--- config.mk ---
export PLATFORM = sky130hd
export DESIGN_NAME = pipeline_hazard_ctrl
export DESIGN_NICKNAME = d
export VERILOG_FILES = /design/src/rtl/pipe_ctrl_pkg.sv /design/src/rtl/load_use_detect.sv /design/src/rtl/pipeline_hazard_ctrl.sv
export SDC_FILE = /design/constraint.sdc
export NUM_CORES = 1
export LEC_CHECK = 0
export ABC_AREA = 1
export CORE_MARGIN = 3
export CORE_UTILIZATION = 43
export DETAILED_ROUTE_END_ITERATION = 8
export GPL_ROUTABILITY_DRIVEN = 0
export PLACE_DENSITY = 0.76
export SYNTH_ARGS = -nofsm -noshare
export SYNTH_HDL_FRONTEND = slang
export SYNTH_SLANG_ARGS = --single-unit
--- constraint.sdc ---
create_clock -name Clk -period 1.4 [get_ports Clk]
set_input_delay 0.14 -clock Clk [delete_from_list [all_inputs] [get_ports Clk]]
set_output_delay 0.14 -clock Clk [all_outputs]
set_load 0.02 [all_outputs]
--- src/rtl/pipe_ctrl_pkg.sv ---
// Shared definitions for the pipeline hazard controller: state encoding,
// register-index width and the canned control-output patterns.
package pipe_ctrl_pkg;

  // Architectural register index width and the hard-wired zero register.
  localparam int unsigned RegIdxW = 5;
  localparam logic [RegIdxW-1:0] ZeroReg = '0;

  // Sequencer states; encodings are fixed so Busy/debug views stay stable.
  typedef enum logic [1:0] {
    StRun     = 2'd0,
    StStallLu = 2'd1,
    StMulti   = 2'd2
  } state_e;

  // Bundle of the pipeline-register write enables and flushes.
  typedef struct packed {
    logic pc_write;
    logic ifid_write;
    logic ifid_flush;
    logic idex_write;
    logic idex_flush;
    logic exmem_flush;
  } ctrl_t;

  // Normal flow: every register loads, nothing is squashed.
  localparam ctrl_t CtrlDefault = '{
    pc_write:    1'b1,
    ifid_write:  1'b1,
    ifid_flush:  1'b0,
    idex_write:  1'b1,
    idex_flush:  1'b0,
    exmem_flush: 1'b0
  };

  // While in reset: freeze the front end and bubble every stage.
  localparam ctrl_t CtrlReset = '{
    pc_write:    1'b0,
    ifid_write:  1'b0,
    ifid_flush:  1'b1,
    idex_write:  1'b0,
    idex_flush:  1'b1,
    exmem_flush: 1'b1
  };

  // Taken branch in MEM: fetch the target, squash the three younger stages.
  localparam ctrl_t CtrlBranch = '{
    pc_write:    1'b1,
    ifid_write:  1'b1,
    ifid_flush:  1'b1,
    idex_write:  1'b1,
    idex_flush:  1'b1,
    exmem_flush: 1'b1
  };

  // Load-use: hold PC and IF/ID, inject a bubble into ID/EX.
  localparam ctrl_t CtrlLoadUse = '{
    pc_write:    1'b0,
    ifid_write:  1'b0,
    ifid_flush:  1'b0,
    idex_write:  1'b1,
    idex_flush:  1'b1,
    exmem_flush: 1'b0
  };

  // Multi-cycle op occupying EX: hold everything upstream, bubble into MEM.
  localparam ctrl_t CtrlMulti = '{
    pc_write:    1'b0,
    ifid_write:  1'b0,
    ifid_flush:  1'b0,
    idex_write:  1'b0,
    idex_flush:  1'b0,
    exmem_flush: 1'b1
  };

  // A cycle is a stall cycle whenever the PC does not advance.
  function automatic logic is_stall(input ctrl_t c);
    return !c.pc_write;
  endfunction

endpackage

--- src/rtl/load_use_detect.sv ---
// Load-use hazard comparator: flags an ID instruction that reads the
// destination of a load currently in EX. Purely combinational.
module load_use_detect
  import pipe_ctrl_pkg::*;
(
  input  logic [RegIdxW-1:0] ifid_rs,
  input  logic [RegIdxW-1:0] ifid_rt,
  input  logic               ifid_uses_rt,
  input  logic               idex_mem_read,
  input  logic [RegIdxW-1:0] idex_rt,
  output logic               lu_hazard
);

  logic rs_match;
  logic rt_match;

  // Writes to the zero register never create a dependency.
  always_comb begin
    rs_match  = (idex_rt == ifid_rs);
    rt_match  = ifid_uses_rt && (idex_rt == ifid_rt);
    lu_hazard = idex_mem_read && (idex_rt != ZeroReg) && (rs_match || rt_match);
  end

endmodule

--- src/rtl/pipeline_hazard_ctrl.sv ---
// Stall/flush sequencer for the 5-stage pipeline. Resolves taken branches,
// multi-cycle EX operations and load-use hazards (in that priority) and
// keeps a saturating count of cycles in which the PC was held.
module pipeline_hazard_ctrl
  import pipe_ctrl_pkg::*;
#(
  parameter int unsigned MULTI_LAT = 4,
  parameter int unsigned CNT_W     = 4,
  parameter int unsigned PERF_W    = 16
) (
  input  logic               Clk,
  input  logic               Rst,
  input  logic [RegIdxW-1:0] IFID_Rs,
  input  logic [RegIdxW-1:0] IFID_Rt,
  input  logic               IFID_UsesRt,
  input  logic               IDEX_MemRead,
  input  logic [RegIdxW-1:0] IDEX_Rt,
  input  logic               IDEX_Multi,
  input  logic               BranchTaken,
  output logic               PCWrite,
  output logic               IFIDWrite,
  output logic               IFIDFlush,
  output logic               IDEXWrite,
  output logic               IDEXFlush,
  output logic               EXMEMFlush,
  output logic               Busy,
  output logic [PERF_W-1:0]  StallCycles
);

  // A single-cycle "multi" op needs no stall at all.
  localparam bit MultiStalls = (MULTI_LAT >= 2);
  // Entry cycle is the first stall, so the countdown covers the remaining ones.
  localparam logic [CNT_W-1:0] CntLoad = MultiStalls ? CNT_W'(MULTI_LAT - 2) : '0;
  localparam logic [PERF_W-1:0] PerfMax = '1;

  state_e             state_q, state_d;
  logic [CNT_W-1:0]   cnt_q, cnt_d;
  logic [PERF_W-1:0]  stall_q, stall_d;
  ctrl_t              ctrl;
  logic               lu_hazard;

  load_use_detect u_load_use_detect (
    .ifid_rs       (IFID_Rs),
    .ifid_rt       (IFID_Rt),
    .ifid_uses_rt  (IFID_UsesRt),
    .idex_mem_read (IDEX_MemRead),
    .idex_rt       (IDEX_Rt),
    .lu_hazard     (lu_hazard)
  );

  // Next-state and control outputs; reset and branch override every state.
  always_comb begin
    state_d = state_q;
    cnt_d   = cnt_q;
    ctrl    = CtrlDefault;
    if (Rst) begin
      ctrl    = CtrlReset;
      state_d = StRun;
      cnt_d   = '0;
    end else if (BranchTaken) begin
      // Squashes any multi-cycle op in EX along with the younger stages.
      ctrl    = CtrlBranch;
      state_d = StRun;
      cnt_d   = '0;
    end else begin
      unique case (state_q)
        StRun: begin
          if (IDEX_Multi) begin
            if (MultiStalls) begin
              ctrl    = CtrlMulti;
              cnt_d   = CntLoad;
              state_d = StMulti;
            end
          end else if (lu_hazard) begin
            ctrl    = CtrlLoadUse;
            state_d = StStallLu;
          end
        end
        StStallLu: begin
          // ID/EX now holds the bubble, so the hazard is gone by construction.
          state_d = StRun;
        end
        StMulti: begin
          if (cnt_q != '0) begin
            ctrl  = CtrlMulti;
            cnt_d = cnt_q - CNT_W'(1);
          end else begin
            // Release: result latches into EX/MEM, next op enters EX.
            state_d = StRun;
          end
        end
        default: begin
          state_d = StRun;
          cnt_d   = '0;
        end
      endcase
    end
  end

  // Saturating stall-cycle counter; reset cycles are not counted.
  always_comb begin
    stall_d = stall_q;
    if (!Rst && is_stall(ctrl) && (stall_q != PerfMax)) begin
      stall_d = stall_q + PERF_W'(1);
    end
  end

  // State, countdown and performance counter registers with synchronous reset.
  always_ff @(posedge Clk) begin
    if (Rst) begin
      state_q <= StRun;
      cnt_q   <= '0;
      stall_q <= '0;
    end else begin
      state_q <= state_d;
      cnt_q   <= cnt_d;
      stall_q <= stall_d;
    end
  end

  // Output mapping.
  always_comb begin
    PCWrite     = ctrl.pc_write;
    IFIDWrite   = ctrl.ifid_write;
    IFIDFlush   = ctrl.ifid_flush;
    IDEXWrite   = ctrl.idex_write;
    IDEXFlush   = ctrl.idex_flush;
    EXMEMFlush  = ctrl.exmem_flush;
    Busy        = (state_q != StRun);
    StallCycles = stall_q;
  end

endmodule

# [After elaboration in Yosys (flattened, before gate mapping)]
# Index checks and enable logic that the tools add are counted.
[totals] regBits=22 inputBits=21
[op_classes] n_mux=13 n_eq_ne=9 n_bitwise=1 n_addsub=2 reduce_logical=15
[op_table] op="$mux W6" n=5
[op_table] op="$add A16 B1 Y16 const B" n=1
[op_table] op="$ne A16 B16 Y1 const B" n=1
[op_table] op="$pmux W4 S3" n=1
[op_table] op="$pmux W6 S2" n=1
[op_table] op="$eq A5 B5 Y1" n=2
[op_table] op="$mux W4" n=2
[op_table] op="$mux W2" n=3
[op_table] op="$ne A2 B2 Y1 const B" n=3
[op_table] op="$logic_and A1 B1 Y1" n=5
[op_table] op="$reduce_bool A5 Y1" n=1
[op_table] op="$pmux W2 S2" n=1
[op_table] op="$reduce_bool A4 Y1" n=1
[op_table] op="$sub A4 B1 Y4 const B" n=1
[op_table] op="$ne A3 B3 Y1 const B" n=1
[op_table] op="$reduce_and A3 Y1" n=1
[op_table] op="$eq A2 B1 Y1 const B" n=1
[op_table] op="$eq A2 B2 Y1 const B" n=1
[op_table] op="$logic_not A1 Y1" n=2
[op_table] op="$logic_not A2 Y1" n=1
[op_table] op="$reduce_and A2 Y1" n=1
[op_table] op="$reduce_bool A2 Y1" n=1
[op_table] op="$reduce_or A2 Y1" n=1
[op_table] op="$logic_or A1 B1 Y1" n=1
[op_table] op="$not A1 Y1" n=1

# [Longest topological paths before layout]
[depth] depth_word=12 mapped_depth=12 depth_no_buf=12

# [Modules after synthesis]
# Synthesis repeated with hierarchy kept, for this count alone.
[unflattened] cells_unflattened=267 area_unflattened_um2=1669.1
[by_module_without_submodules] mod="pipeline_hazard_ctrl" cells_per_inst=215 area_per_inst_um2=1462.7 n_inst=1
[by_module_without_submodules] mod="load_use_detect" cells_per_inst=52 area_per_inst_um2=206.4 n_inst=1

# [Worst setup path before layout]
# No wires, ideal clock.
[synth_path] kind="register to output" startpoint="reg cnt_q[0]" endpoint="out PCWrite" required_ns=1.260 stages_incl_launch_ff=9 slack_ns=-0.487 arrival_time_ns=1.747 cell_sequence="dfxtp_1 inv_1 ha_1 nand3_1 nor3_2 nor3_4 buf_4 a21oi_1 buf_4"
[synth_between] elab_chain_cells=5
[synth_lines] item="from (decl)" line_no="pipeline_hazard_ctrl.sv:37" source="logic [CNT_W-1:0] cnt_q, cnt_d;"
[synth_lines] item="from (signal assigned)" line_no="pipeline_hazard_ctrl.sv:116" source="cnt_q <= cnt_d;"
[synth_lines] item="$reduce_bool A4 Y1" line_no="pipeline_hazard_ctrl.sv:84" source="if (cnt_q != '0) begin"
[synth_lines] item="$mux W6" line_no="pipeline_hazard_ctrl.sv:84"
[synth_lines] item="$pmux W6 S2" line_no="pipeline_hazard_ctrl.sv:66" source="unique case (state_q)"
[synth_lines] item="$mux W6" line_no="pipeline_hazard_ctrl.sv:60" source="end else if (BranchTaken) begin"
[synth_lines] item="$mux W6" line_no="pipeline_hazard_ctrl.sv:56" source="if (Rst) begin"
[synth_lines] item="to (decl)" line_no="pipeline_hazard_ctrl.sv:20" source="output logic PCWrite,"
# No other way between the ends.

# [Worst setup path after layout]
[layout_path] startpoint="reg cnt_q[0]" endpoint="out EXMEMFlush"
[layout_between] elab_chain_cells=5
[layout_lines] item="$reduce_bool A4 Y1" line_no="pipeline_hazard_ctrl.sv:84"
[layout_lines] item="$mux W6" line_no="pipeline_hazard_ctrl.sv:84"
[layout_lines] item="$pmux W6 S2" line_no="pipeline_hazard_ctrl.sv:66"
[layout_lines] item="$mux W6" line_no="pipeline_hazard_ctrl.sv:60"
[layout_lines] item="$mux W6" line_no="pipeline_hazard_ctrl.sv:56"
[layout_lines] item="to (decl)" line_no="pipeline_hazard_ctrl.sv:25" source="output logic EXMEMFlush,"
# No other way between the ends.

==> reports/qor.yml <==
end_kind: "output port"
failed_checks: "negative setup slack"
hold_viol: 0
grt_usage_pct: 24.0
area_delta_synth_final_pct: 75.4
most-common-layout-cells: "50 x buf_4, 47 x nand2_1, 27 x inv_1, 24 x nor2_1"
synth_top_family_by_area: "simple AND/OR/NAND/NOR gates"
ant_nets: 0
grt_pass1_wl_mm: 8.30
cp_max_fo: 3
layout-drive-gt1-share_pct: 45.8
fin_nets: 370
status: "finished, violations left"
fmax_mhz: 589
root_buffer: "clkbuf_8"
synth_xor_area_share_pct: 8.83
avgRoutedWirePerCell_um: 14.2
setup_slack_ps: -298
grt_max_degree: 15
core_sq_um: 3440
crit_type: "flop to output port"
internal-power_uw: 1070
cts_sinks: 22
finalNonFillerCells: 391
numCtsBuffers: 3
rsz0062_at_grt: "yes"
vias: 1997
post-route-drc-count: 0
power_frac_clock_pct: 26.9
drv_cap: 0
io_pins: 44
final_util_pct: 80.8
cts_hold_buffers: 0
tightest_slew_ps: 382
critPathLaunchType: "flop"
synthAdderAreaFrac_pct: 2.37
multi_input_area_sq_um: 1170
cts_tree: "yes"
io_buffers: 43
power_switching_uw: 460
yosys.area_share.simple_pct: 39.7
synth_nets: 267
synth_cells: 243
synth_seq_area_share_pct: 27.8
muxShareOfSynthArea_pct: 0
viasPerCell: 5.11
nFillCells: 239
wirelength_mm: 5.55
fp.dieH_um: 66.7
dieArea_sq_um: 4450
regArea_sq_um: 464
final_common_cell: "buf_4"
finalSetupViolCount: 26
htreeDepth: 1
grt.overflow.total: 0
fin_area_sq_um: 2780
n_antenna_cell: 0
ir_worst_vdd_mv: 0.496
synth-compound-area-share_pct: 9.46
grt_pass1_vias: 1854
initial_core_util_pct: 46.1
drtIter0Drc: 144
slew-limit-headroom_pct: 74.3
clk_pin_slew_worst_paths_ps: 80
place_inst: 369
min_period_over_period_pct: 121
whs_ps: 379
power_frac_seq_pct: 42.0
clock_latency_ps: 260
ys_ff_latch: 22
required_ps: 1260
switching_share_pct: 30.1
synth_cell_types: 22
antenna_found_initial: 0
placed_cell_area_sq_um: 2450
die_w_um: 66.7
pwr-share-comb_pct: 31.2
synth.avg_cell_area_sq_um: 6.53
rows: 21
fin_skew_ps: 7.51
cp.arrival_ps: 1560
cts_buffer_depth: 2
min_period_ps: 1700
maxSlewViolCount: 0
dp_hpwl_mm: 3.21
leakage_uw: 0.00131
first_pass_iters: 4
dp_slack_ps: -713
netlist_area_sq_um: 1590
worstHoldPathType: "primary input to flop"
synth_warnings: 0
power.density_nw_per_um2: 549
-- final timing paths --
| check | slack [ps] | cells past startpoint | endpoint | startpoint |
|---|---|---|---|---|
| worst min register to register | 530 | 2 | StallCycles[14]$_SDFFE_PP0P_ | StallCycles[14]$_SDFFE_PP0P_ |
| worst max-delay path | -300 | 9 | EXMEMFlush | cnt_q[0]$_SDFFE_PP0P_ |
| worst max register to register | -270 | 11 | StallCycles[0]$_SDFFE_PP0P_ | cnt_q[0]$_SDFFE_PP0P_ |
| worst min-delay path | 380 | 5 | state_q[0]$_SDFFE_PP0P_ | IDEX_Rt[4] |
-- cell families after synthesis --
family,Yosys count
AOI/OAI and AO/OA,24
DFF,22
adders and majority gates,3
buffers and inverters,42
xor gates and xnor gates,16
and+or+nand+nor,136
-- layout make-up --
type | instances | share of cell area (%)
well taps | 46 | 2.07
clock buffers | 4 | 1.62
repair buffers | 105 | 32.7
inverters | 35 | 4.72
multi-input cells | 179 | 42.2
flip-flops and latches | 22 | 16.7
-- synth_stat cells --
cell      count  area share, %
a21oi_1      11            3.5
a21oi_2       7            3.9
buf_4         5            2.4
buf_8         1           0.95
clkbuf_1      1           0.24
dfxtp_1      22             28
ha_1          3            2.4
inv_1        35            8.3
nand2_1      61             14
nand2_2       5            2.0
nand3_1      13            4.1
nand3_4       1            1.1
nand4_1      18            7.1
nor2_1       29            6.9
nor2_2        4            1.6
nor3_1        3           0.95
nor3_2        1           0.63
nor3_4        1            1.0
o21ai_0       5            1.6
o21ai_2       1           0.55
xnor2_1       6            3.3
xor2_1       10            5.5
-- power by group through the flow --
| stage | registers, uW | logic (uW) | clock network (uW) |
|---|---|---|---|
| final | 641 | 476 | 410 |
| after floorplan | 661 | 202 | 0 |
| after global routing | 642 | 514 | 436 |
| after detailed placement | 656 | 363 | 0 |
| after global placement | 656 | 358 | 0 |
| after CTS | 640 | 434 | 415 |
-- stage by stage --
stage | total power, uW | TNS, ps
after global routing | 1590 | -7430
after detailed placement | 1020 | -13190
after global placement | 1010 | -12300
after CTS | 1490 | -5130
final | 1530 | -5620
after floorplan | 863 | -1160
-- layer usage --
layer  GRT usage (%)  share of wire, %  up-vias  routed length [um]
met5               0                 0        -                   0
met4            6.35               2.6        0                 142
met3            4.22               6.0       17                 332
met2            41.6                50       79                2790
met1            30.3                41      924                2280
li1                -                 -      977                   -
-- timing repair --
item	in CTS	in global routing
endpoints found under the setup margin	41	27
gates cloned	2	0
pin swaps	20	27
buffers inserted	11	5
gates resized for setup	94	52
-- state kept, by name, summed over array words and instances (netlist names) --
register and count:
cnt_q 4, state_q 2, StallCycles 16
-- critical path, stage by stage, from the launching register on --
cell     delay (ps)
dfxtp_2         330
inv_2            70
ha_4            140
nand3_4          60
nor3_4          230
nor3_2           80
inv_1            80
buf_4           110
nand2_1          60
buf_6           140
Power figures use the tool's default switching activity.
